## src/rtl/hlpte_param_sched.sv

```systemverilog
// HLPTE parameter scheduler: FIFOs host parameter sets and issues them to
// the engine one at a time, counting result beats with a stall watchdog.
module hlpte_param_sched #(
    parameter int DEPTH   = 4,
    parameter int BEATS   = 16,
    parameter int TIMEOUT = 1023
) (
    input  logic       clk,
    input  logic       rst,
    input  logic       cmd_valid,
    output logic       cmd_ready,
    input  logic [3:0] cmd_index,
    input  logic       cmd_mode,
    input  logic [4:0] cmd_qp,
    input  logic       img_ready,
    output logic       prm_valid,
    output logic [3:0] prm_index,
    output logic       prm_mode,
    output logic [4:0] prm_qp,
    input  logic       eng_out_valid,
    output logic       set_done,
    output logic [7:0] sets_done,
    output logic       busy,
    output logic       err_timeout,
    input  logic       err_clr
);
    localparam int AW = $clog2(DEPTH);
    localparam int CW = $clog2(DEPTH + 1);
    localparam int BW = $clog2(BEATS + 1);
    localparam int WW = $clog2(TIMEOUT + 1);

    typedef enum logic [1:0] {IDLE, ISSUE, WAIT, GAP} state_t;

    state_t        state, state_d;
    logic [9:0]    mem [DEPTH];
    logic [AW-1:0] wr_ptr, rd_ptr;
    logic [CW-1:0] count;
    logic [BW-1:0] beat_cnt;
    logic [WW-1:0] wd_cnt;

    logic       push, pop, can_issue, beat, last_beat, wd_hit;
    logic       prm_valid_d, set_done_d, busy_d, err_d;
    logic [9:0] prm_d;
    logic [7:0] sets_done_d;

    assign cmd_ready = (count < CW'(DEPTH)) && !rst;
    assign push      = cmd_valid && cmd_ready;
    assign pop       = (state == ISSUE);
    assign can_issue = (count != '0) && img_ready && !err_timeout;
    assign beat      = (state == WAIT) && eng_out_valid;
    assign last_beat = beat && (beat_cnt == BW'(BEATS - 1));
    // Fires on the TIMEOUT-th consecutive beatless WAIT cycle.
    assign wd_hit    = (state == WAIT) && !eng_out_valid &&
                       (wd_cnt == WW'(TIMEOUT - 1));

    always_ff @(posedge clk) begin
        if (rst) state <= IDLE;
        else     state <= state_d;
    end

    always_comb begin
        state_d = state;
        unique case (state)
            IDLE:  if (can_issue) state_d = ISSUE;
            ISSUE: state_d = WAIT;
            WAIT: begin
                if (wd_hit)         state_d = IDLE;
                else if (last_beat) state_d = GAP;
            end
            GAP:   state_d = can_issue ? ISSUE : IDLE;
        endcase
    end

    // Outputs are computed from the next state and registered.
    always_comb begin
        prm_valid_d = (state_d == ISSUE);
        prm_d       = prm_valid_d ? mem[rd_ptr] : '0;
        set_done_d  = (state_d == GAP);
        busy_d      = (state_d != IDLE);
        sets_done_d = set_done_d ? sets_done + 8'd1 : sets_done;
        err_d       = wd_hit ? 1'b1 : (err_clr ? 1'b0 : err_timeout);
    end

    always_ff @(posedge clk) begin
        if (rst) begin
            prm_valid   <= 1'b0;
            prm_index   <= '0;
            prm_mode    <= 1'b0;
            prm_qp      <= '0;
            set_done    <= 1'b0;
            sets_done   <= '0;
            busy        <= 1'b0;
            err_timeout <= 1'b0;
        end else begin
            prm_valid   <= prm_valid_d;
            prm_index   <= prm_d[9:6];
            prm_mode    <= prm_d[5];
            prm_qp      <= prm_d[4:0];
            set_done    <= set_done_d;
            sets_done   <= sets_done_d;
            busy        <= busy_d;
            err_timeout <= err_d;
        end
    end

    always_ff @(posedge clk) begin
        if (push) mem[wr_ptr] <= {cmd_index, cmd_mode, cmd_qp};
    end

    always_ff @(posedge clk) begin
        if (rst) begin
            wr_ptr <= '0;
            rd_ptr <= '0;
            count  <= '0;
        end else begin
            if (push) wr_ptr <= wr_ptr + AW'(1);
            if (pop)  rd_ptr <= rd_ptr + AW'(1);
            unique case ({push, pop})
                2'b10:   count <= count + CW'(1);
                2'b01:   count <= count - CW'(1);
                default: count <= count;
            endcase
        end
    end

    always_ff @(posedge clk) begin
        if (rst) begin
            beat_cnt <= '0;
            wd_cnt   <= '0;
        end else if (state == ISSUE) begin
            beat_cnt <= '0;
            wd_cnt   <= '0;
        end else if (state == WAIT) begin
            if (beat) begin
                beat_cnt <= beat_cnt + BW'(1);
                wd_cnt   <= '0;
            end else if (wd_cnt < WW'(TIMEOUT)) begin
                wd_cnt <= wd_cnt + WW'(1);
            end
        end
    end
endmodule

```

## config.mk

```make
export PLATFORM = sky130hd
export DESIGN_NAME = hlpte_param_sched
export DESIGN_NICKNAME = d
export VERILOG_FILES = /design/src/rtl/hlpte_param_sched.sv
export SDC_FILE = /design/constraint.sdc
export NUM_CORES = 1
export LEC_CHECK = 0
export CORE_UTILIZATION = 50
export DETAILED_ROUTE_END_ITERATION = 10
export PLACE_DENSITY = 0.83
export SETUP_SLACK_MARGIN = 0.3
export SLEW_MARGIN = 20
export SYNTH_ARGS = -nofsm -noshare
export SYNTH_HDL_FRONTEND = slang
export SYNTH_SLANG_ARGS = --single-unit
```

## constraint.sdc

```tcl
create_clock -name clk -period 6.1 [get_ports clk]
set_input_delay 1.22 -clock clk [delete_from_list [all_inputs] [get_ports clk]]
set_output_delay 1.22 -clock clk [all_outputs]
set_load 0.02 [all_outputs]
```

==> impl_results.md, run 1 <==
* Status: complete, no violations
* Net Sw Power at roughly 0.00026 W
* Peak supply drop at 0.140 mV
* DRC marker count from the first detailed-route iteration at 102
* Slew Limit Fails at 0
* Initial Utilization at 53.1%
* Reg power frac at 55.0%
* Max_cap viols at 0
* Ys flop type: dfxtp_1
* Fmax at 0.249 GHz
* Ys async rst share at 0%
* Cell area after synthesis at 3450 µm²
* Core Region at approximately 6500 µm²
* Post-Syn Instances at 270
* CTS Hold Buffers Added at 0
* H-tree depth at 3
* Worst Min Path Start: wd_cnt[9]$_SDFFE_PP0P_
* CTS buffer count at 9
* DRT antenna net count at 0
* CP most frequent cell: clkdlybuf4s50_1
* FF-to-FF setup slack at 3.82 ns
* Yosys warns at 0
* Combinational Power Share at under 10%
* Post-CTS setup buffer count at 0
* Syn avg cell area at 12.8 µm²
* Die X at around 85 µm
* Grt ovf at 0
* Pint at 0.000896 W
* Cell Count Post-Placement at 376
* Critical Path Max Stage Delay at 0.67 ns
* # nets final at 337
* Slew of the pin with the lowest slew margin at 0.741 ns
* Final period utilization at 65.9%
* Antenna violations before repair at 0
* Post-DP HPWL at 4140 µm
* Clock power share at 37.0%
* Hold WC Path Type: reg -> reg
* Worst Hold Depth at 1
* Router iterations before antenna repair at 4
* EDFF count, synth at 40
* Max Buffers Root-to-Sink at 2
* Area growth syn-to-layout at 18.8%
* Final WL at about 6100 µm
* Die Area at 7230 µm²
* Share of the synthesized area in the top cell type at 34.8%
* Sw Ratio at around 22%
* Hold Path End: wd_cnt[9]$_SDFFE_PP0P_
* Syn nets at between 200 and 300
* Die Y at 85.0 µm
* Largest cells by area after synthesis: edfxtp_1 (35%), dfxtp_1 (27%), mux4_2 (6.5%), ha_1 (3.6%), and3_1 (3.1%)
* Rows at 29
* Layout cell share with drive strength beyond 1 at 10.2%
* Critical path peak fanout at 25
* Flops & latches, synth at between 80 and 90
* Yosys cell types at 42
* Critical Path Start Type: input port
* I/O pins at 39
* Sequential area share after synthesis at 61.6%
* Worst reg2reg startpoint: state[0]$_SDFF_PP0_
* Worst-case reg-to-reg path depth at 8
* Area leader, netlist: edfxtp_1
* Delay-heaviest family, CP: buffers and inverters
* Min cycle time layout at approximately 4 ns
* Clk pin slew, worst setup/hold paths at 0.07 ns
* DR vias at 2182
* Hold WS at around 0.5 ns
* Vias in the first global route at 2146
* Gr usage total at 18.7%
* Largest net degree at the start of global routing at 26
* GPL Wtd Cong at 0.783
* RSZ-0062 raised after global routing: no
* CTS tree: done
* First-pass GRT wire length at 10200 µm
* CP endpoint kind: output port
* WS Path Type: in -> out
* Post-CTS sizing at 0
* Arr. time, crit path at between 2 and 3 ns
* Reg2reg end: count[2]$_SDFFE_PP0P_
* Reg area at between 2000 and 2500 µm²
* Root buffer cell: clkbuf_8
* Setup violations, final at 0
* Critical-path top delay cell: clkdlybuf4s50_1
* Sink Count at 86
* Diode count at 0
* Final Skew at 0.00931 ns
* Worst skew pair latency at 0.35 ns
* PortBufs at 38
* Drc violations at 0
* Slew headroom at between 50 and 60%
* Final Hold Viols at 0
* Pwr per Cell Area at 281 nW/µm²
* Cell Chain, Critical Path: clkdlybuf4s50_1 -> buf_4 -> nor2_1 -> clkdlybuf4s50_1
* Area of the multi-input gates at 1230 µm²
* CP Data Required Time at 4.88 ns
* # fillers at just under 500
* Drt wl/cell at 15.5 µm
* Vias per inst at 5.57
* Pleak at 1.47 nW
* Setup tns final at 0 ns
* Layout Cells excl Fill at about 400
* WP buf/inv at 3
==> cells by family (layout without fill, tap and decap cells) <==
| group | Yosys count | after routing | synth area share [%] |
|---|---|---|---|
| DFF | 86 | 86 | 61.6 |
| xor gates and xnor gates | 18 | 18 | 4.57 |
| muxes | 12 | 12 | 7.11 |
| adders and majority gates | 11 | 11 | 4.21 |
| and+or+nand+nor | 96 | 96 | 15.1 |
| AOI/OAI and AO/OA | 25 | 25 | 4.61 |
| buffers and inverters | 22 | 67 | 2.87 |
==> placed cells by master, fill, tap and decap left out, types with 8 or more instances in the layout <==
cell and instances:
clkbuf_8 9, edfxtp_1 40, nor2_1 28, nand2_1 16, xor2_1 8, a21oi_1 9
mux4_2 10, and3_1 17, clkdlybuf4s50_1 38, xnor2_1 10, ha_1 10, inv_1 11
dfxtp_1 46
==> how the worst max path moves through the flow <==
stage / startpoint / end / slack [ns] / cells after the start
final: rst / cmd_ready / 2.08 / 4
after global routing: rst / cmd_ready / 2.04 / 4
after CTS: rst / cmd_ready / 2.10 / 4
after detailed placement: rst / cmd_ready / 2.11 / 4
after global placement: rst / cmd_ready / 2.13 / 4
after floorplan: rst / count[2]$_SDFFE_PP0P_ / 3.19 / 9
==> synth_stat cells (2+ instances only) <==
cell type,count
dfxtp_1,46
edfxtp_1,40
nor2_1,28
and3_1,17
nand2_1,16
inv_1,11
ha_1,10
mux4_2,10
xnor2_1,10
a21oi_1,9
xor2_1,8
clkbuf_1,7
a211oi_1,4
and2_1,4
nand4_1,4
nor3_1,4
o21ai_0,4
nand3_1,3
or3_1,3
a31oi_1,2
and3b_1,2
and4b_2,2
buf_6,2
mux2i_1,2
nand2b_1,2
nor4_1,2
nor4b_1,2
or2b_2,2
==> stage by stage <==
| step | power (W) | util (%) | setup slack, ns | cell area [µm²] |
|---|---|---|---|---|
| after global routing | 0.00119 | 63.1 | 2.04 | 4100 |
| after detailed placement | 0.000739 | 59.8 | 2.11 | 3880 |
| after global placement | 0.000734 | 59.8 | 2.13 | 3880 |
| after floorplan | 0.000701 | - | 3.19 | 3450 |
| after CTS | 0.00116 | 63.1 | 2.10 | 4100 |
| final | 0.00115 | 63.1 | 2.08 | 4100 |
==> state kept, by name, summed over array words and instances (netlist names) <==
register and flops:
sets_done 8, prm_mode 1, rd_ptr 2, wr_ptr 2
state 2, mem 40, err_timeout 1, busy 1
prm_index 4, prm_qp 5, set_done 1, count 3
wd_cnt 10, beat_cnt 5, prm_valid 1
==> power by group through the flow <==
| stage | sequential [W] | combinational [W] | clock, W |
|---|---|---|---|
| 5_1_grt | 0.000637 | 0.000101 | 0.000454 |
| 3_3_place_gp | 0.000646 | 0.0000886 | 0 |
| 6_report | 0.000634 | 0.0000915 | 0.000427 |
| 3_5_place_dp | 0.000647 | 0.0000919 | 0 |
| 4_1_cts | 0.000634 | 0.0000922 | 0.000432 |
| 2_1_floorplan | 0.000647 | 0.0000538 | 0 |
==> layer usage <==
layer / up-vias / GRT usage (%) / part of all wire (%)
li1: 1059 / - / -
met1: 1062 / 23.6 / 44
met2: 52 / 31.3 / 50
met3: 9 / 4.86 / 4.5
met4: 0 / 6.93 / 1.4
met5: - / 0 / 0
==> cell type report <==
class	instances	share of cell area, %
repair buffers	40	9.65
clock inverters	6	2.11
inverters	11	1.01
flip-flops and latches	86	51.8
multi-input cells	162	29.9
clock buffers	10	3.12
well taps	77	2.35
Note: power is estimated with default switching activity, not from simulation.
==> run 2, diff against run 1 <==
--- a/config.mk
+++ b/config.mk
@@ -7,7 +7,7 @@
 export LEC_CHECK = 0
 export CORE_UTILIZATION = 50
 export DETAILED_ROUTE_END_ITERATION = 10
-export PLACE_DENSITY = 0.83
+export PLACE_DENSITY = 0.86
 export SETUP_SLACK_MARGIN = 0.3
 export SLEW_MARGIN = 20
 export SYNTH_ARGS = -nofsm -noshare
==> constraint.sdc (replaced) <==
create_clock -name clk -period 3.2 [get_ports clk]
set_input_delay 0.64 -clock clk [delete_from_list [all_inputs] [get_ports clk]]
set_output_delay 0.64 -clock clk [all_outputs]
set_load 0.02 [all_outputs]
==> run 2 against run 1 <==
Effect of this change: clock skew grew 0.0018 ns; largest cell class unchanged; design area shrank 0.55%; via count grew 1.1%; count of clock-buffer cells in the layout is the same; die area is the same; core utilization shrank 0.35 points; sequential power grew 91%; clock power grew 63%; worst setup slack lost 1.6 ns; critical endpoint unchanged; non-clock buffer count grew 1; first-iteration DRC count grew 72%.
==> impl_results.md, run 2 (synthesis gave the netlist of run 1 again) <==
* CTS Hold Buffers Added at 0 (unchanged)
* CP endpoint kind: output port
* WS Path Type: in -> out
* Cell Chain, Critical Path: clkdlybuf4s50_1 -> nor2_1 -> clkdlybuf4s50_1
* Pint at 0.00158 W (+76%)
* Setup violations, final at 0 (unchanged)
* Sw Ratio at 24.3% (+2.0 points)
* Hold WS at 0.483 ns (-0.0191 ns)
* Pwr per Cell Area at 512 nW/µm² (+82%)
* Net Sw Power at 0.000505 W (+98%)
* Slew of the pin with the lowest slew margin at 0.759 ns (+0.0180 ns)
* Final period utilization at between 80% and 90%
* First-pass GRT wire length at 10300 µm (+0.95%)
* Root buffer cell: clkbuf_8
* Hold Path End: wd_cnt[9]$_SDFFE_PP0P_
* Vias per inst at 5.61 (+0.80%)
* Design Power at 0.00208 W (+81%)
* Antenna violations before repair at 0 (unchanged)
* Most frequent cells in the layout: dfxtp_1 (46), edfxtp_1 (40), clkdlybuf4s50_1 (38)
* Die Area at 7230 µm² (unchanged)
* Drc violations at 0 (unchanged)
* Top Registers: mem (40), wd_cnt (10), sets_done (8)
* Combinational Power Share at 8.6% (+0.7 points)
* Slew Limit Fails at 0 (unchanged)
* Reg area at 2120 µm² (unchanged)
* Die Y at 85.0 µm (unchanged)
* Worst skew pair latency at 0.35 ns (about the same)
* Initial Utilization at 53.1% (unchanged)
* Final WL at 6230 µm (+2.3%)
* Die X at 85.0 µm (unchanged)
* Critical-path top delay cell: clkdlybuf4s50_1
* Diode count at 0 (unchanged)
* Most flops, register: mem
* Worst Hold Depth at 1 (unchanged)
* Min cycle time layout at 2.67 ns
* Final Skew at 0.0111 ns (+0.00178 ns)
* DR vias at 2205 (+1.1%)
* Area of the multi-input gates at 1230 µm² (unchanged)
* Hold WC Path Type: reg -> reg
* Peak supply drop at 0.257 mV (+84%)
* DRC marker count from the first detailed-route iteration at 175 (+72%)
* Gr usage total at 18.7% (-0.048 points)
* I/O pins at 39 (unchanged)
* WP buf/inv at 2 (-1)
* RSZ-0062 raised after global routing: no
* Grt ovf at 0 (unchanged)
* Reg power frac at 58.0% (+3.0 points)
* Worst-case reg-to-reg path depth at 8 (unchanged)
* CP most frequent cell: clkdlybuf4s50_1
* CTS buffer count at 9 (unchanged)
* GPL Wtd Cong at 0.832 (+6.2%)
* # fillers at 475 (-2.5%)
* Arr. time, crit path at 2.03 ns (-0.77 ns)
* Reg2reg end: count[2]$_SDFFE_PP0P_
* Max FFs per register at 40 (unchanged)
* Max Buffers Root-to-Sink at 2 (unchanged)
* Core Region at 6490 µm² (unchanged)
* Clock power share at 33.5% (-3.5 points)
* Critical Path Start Type: input port
* Placed instance area at 3890 µm² (+0.19%)
* Max_cap viols at 0 (unchanged)
* Largest net degree at the start of global routing at 25 (-3.8%)
* Fmax at 0.374 GHz
* CTS tree: done
* CP Data Required Time at 2.56 ns (-2.32 ns)
* Worst reg2reg startpoint: state[0]$_SDFF_PP0_
* Final Hold Viols at 0 (unchanged)
* Critical path peak fanout at 6 (-76%)
* PortBufs at 38 (unchanged)
* Area growth syn-to-layout at 18.1%
* # nets final at 338 (+0.30%)
* Vias in the first global route at 2198 (+2.4%)
* Setup tns final at 0 ns (unchanged)
* Drt wl/cell at 15.8 µm (+2.1%)
* FF-to-FF setup slack at 0.86 ns (-2.96 ns)
* Commonest non-fill, non-tap cell in the layout: dfxtp_1
* Clk pin slew, worst setup/hold paths at 0.09 ns (+0.02 ns)
* Status: complete, no violations
* Rows at 29 (unchanged)
* Worst Min Path Start: wd_cnt[9]$_SDFFE_PP0P_
* Pleak at 1.46 nW (-0.74%)
* Delay-heaviest family, CP: buffers and inverters
* Post-DP HPWL at 4310 µm (+3.9%)
* H-tree depth at 3 (unchanged)
* Final instance area at 4070 µm² (-0.55%)
* Router iterations before antenna repair at 4 (unchanged)
* Slew headroom at 49.3% (-1.1 points)
* Critical Path Max Stage Delay at 0.68 ns (about the same)
* Layout cell share with drive strength beyond 1 at 10.4% (+0.28 points)
* Post-CTS setup buffer count at 0 (unchanged)
* Post-CTS sizing at 0 (unchanged)
* DRT antenna net count at 0 (unchanged)
* Sink Count at 86 (unchanged)
[run 2: cell count changes in the layout (fill, tap and decap cells not counted)]
cell | previous run | this run
bufinv_16 | 2 | 0
clkinv_2 | 2 | 0
clkinv_4 | 1 | 3
buf_4 | 2 | 3
clkbuf_1 | 1 | 0
clkbuf_8 | 9 | 10
clkinv_1 | 0 | 1
inv_6 | 0 | 1
[run 2: area by class of cell]
| class | instances | area share (%) |
|---|---|---|
| clock buffers | 10 | 3.38 |
| clock inverters | 6 | 1.14 |
| inverters | 11 | 1.01 |
| multi-input cells | 162 | 30.1 |
| flip-flops and latches | 86 | 52.1 |
| well taps | 77 | 2.37 |
| repair buffers | 41 | 9.89 |
[run 2: power by group through the flow]
stage,registers (W),clock network (W),logic (W)
3_3_place_gp,0.00123,0,0.000170
5_1_grt,0.00121,0.000744,0.000195
6_report,0.00121,0.000697,0.000178
4_1_cts,0.00121,0.000700,0.000180
3_5_place_dp,0.00123,0,0.000179
2_1_floorplan,0.00123,0,0.000103
[run 2: metrics by stage]
stage	setup slack (ns)	utilization, %	std cells
floorplan	0.874	-	270
global placement	0.431	59.9	377
detailed placement	0.341	59.9	377
CTS	0.524	62.7	393
global route	0.427	62.7	393
finish	0.525	62.7	393
[run 2: worst max path at each step]
stage / slack (ns) / from / end / cells past startpoint
CTS: 0.52 / rst / cmd_ready / 3
global route: 0.43 / rst / cmd_ready / 3
finish: 0.53 / rst / cmd_ready / 3
floorplan: 0.87 / rst / count[2]$_SDFFE_PP0P_ / 9
detailed placement: 0.34 / rst / count[2]$_SDFFE_PP0P_ / 10
global placement: 0.43 / rst / count[2]$_SDFFE_PP0P_ / 10
[run 2: metal layers]
layer | vias to the layer above | GRT usage, % | routed length [µm] | part of all wire [%]
li1 | 1057 | - | - | -
met1 | 1094 | 24.4 | 2800 | 45
met2 | 45 | 30.6 | 3110 | 50
met3 | 9 | 3.31 | 216 | 3.5
met4 | 0 | 8.63 | 106 | 1.7
met5 | - | 0 | 0 | 0
[run 2: worst reg2reg max path, cell delays in order, from the launching register on]
cell	delay [ns]
dfxtp_1	0.43
or2b_2	0.35
inv_1	0.19
ha_1	0.22
inv_1	0.06
fa_1	0.38
xor2_1	0.16
or3_1	0.31
a21oi_1	0.16
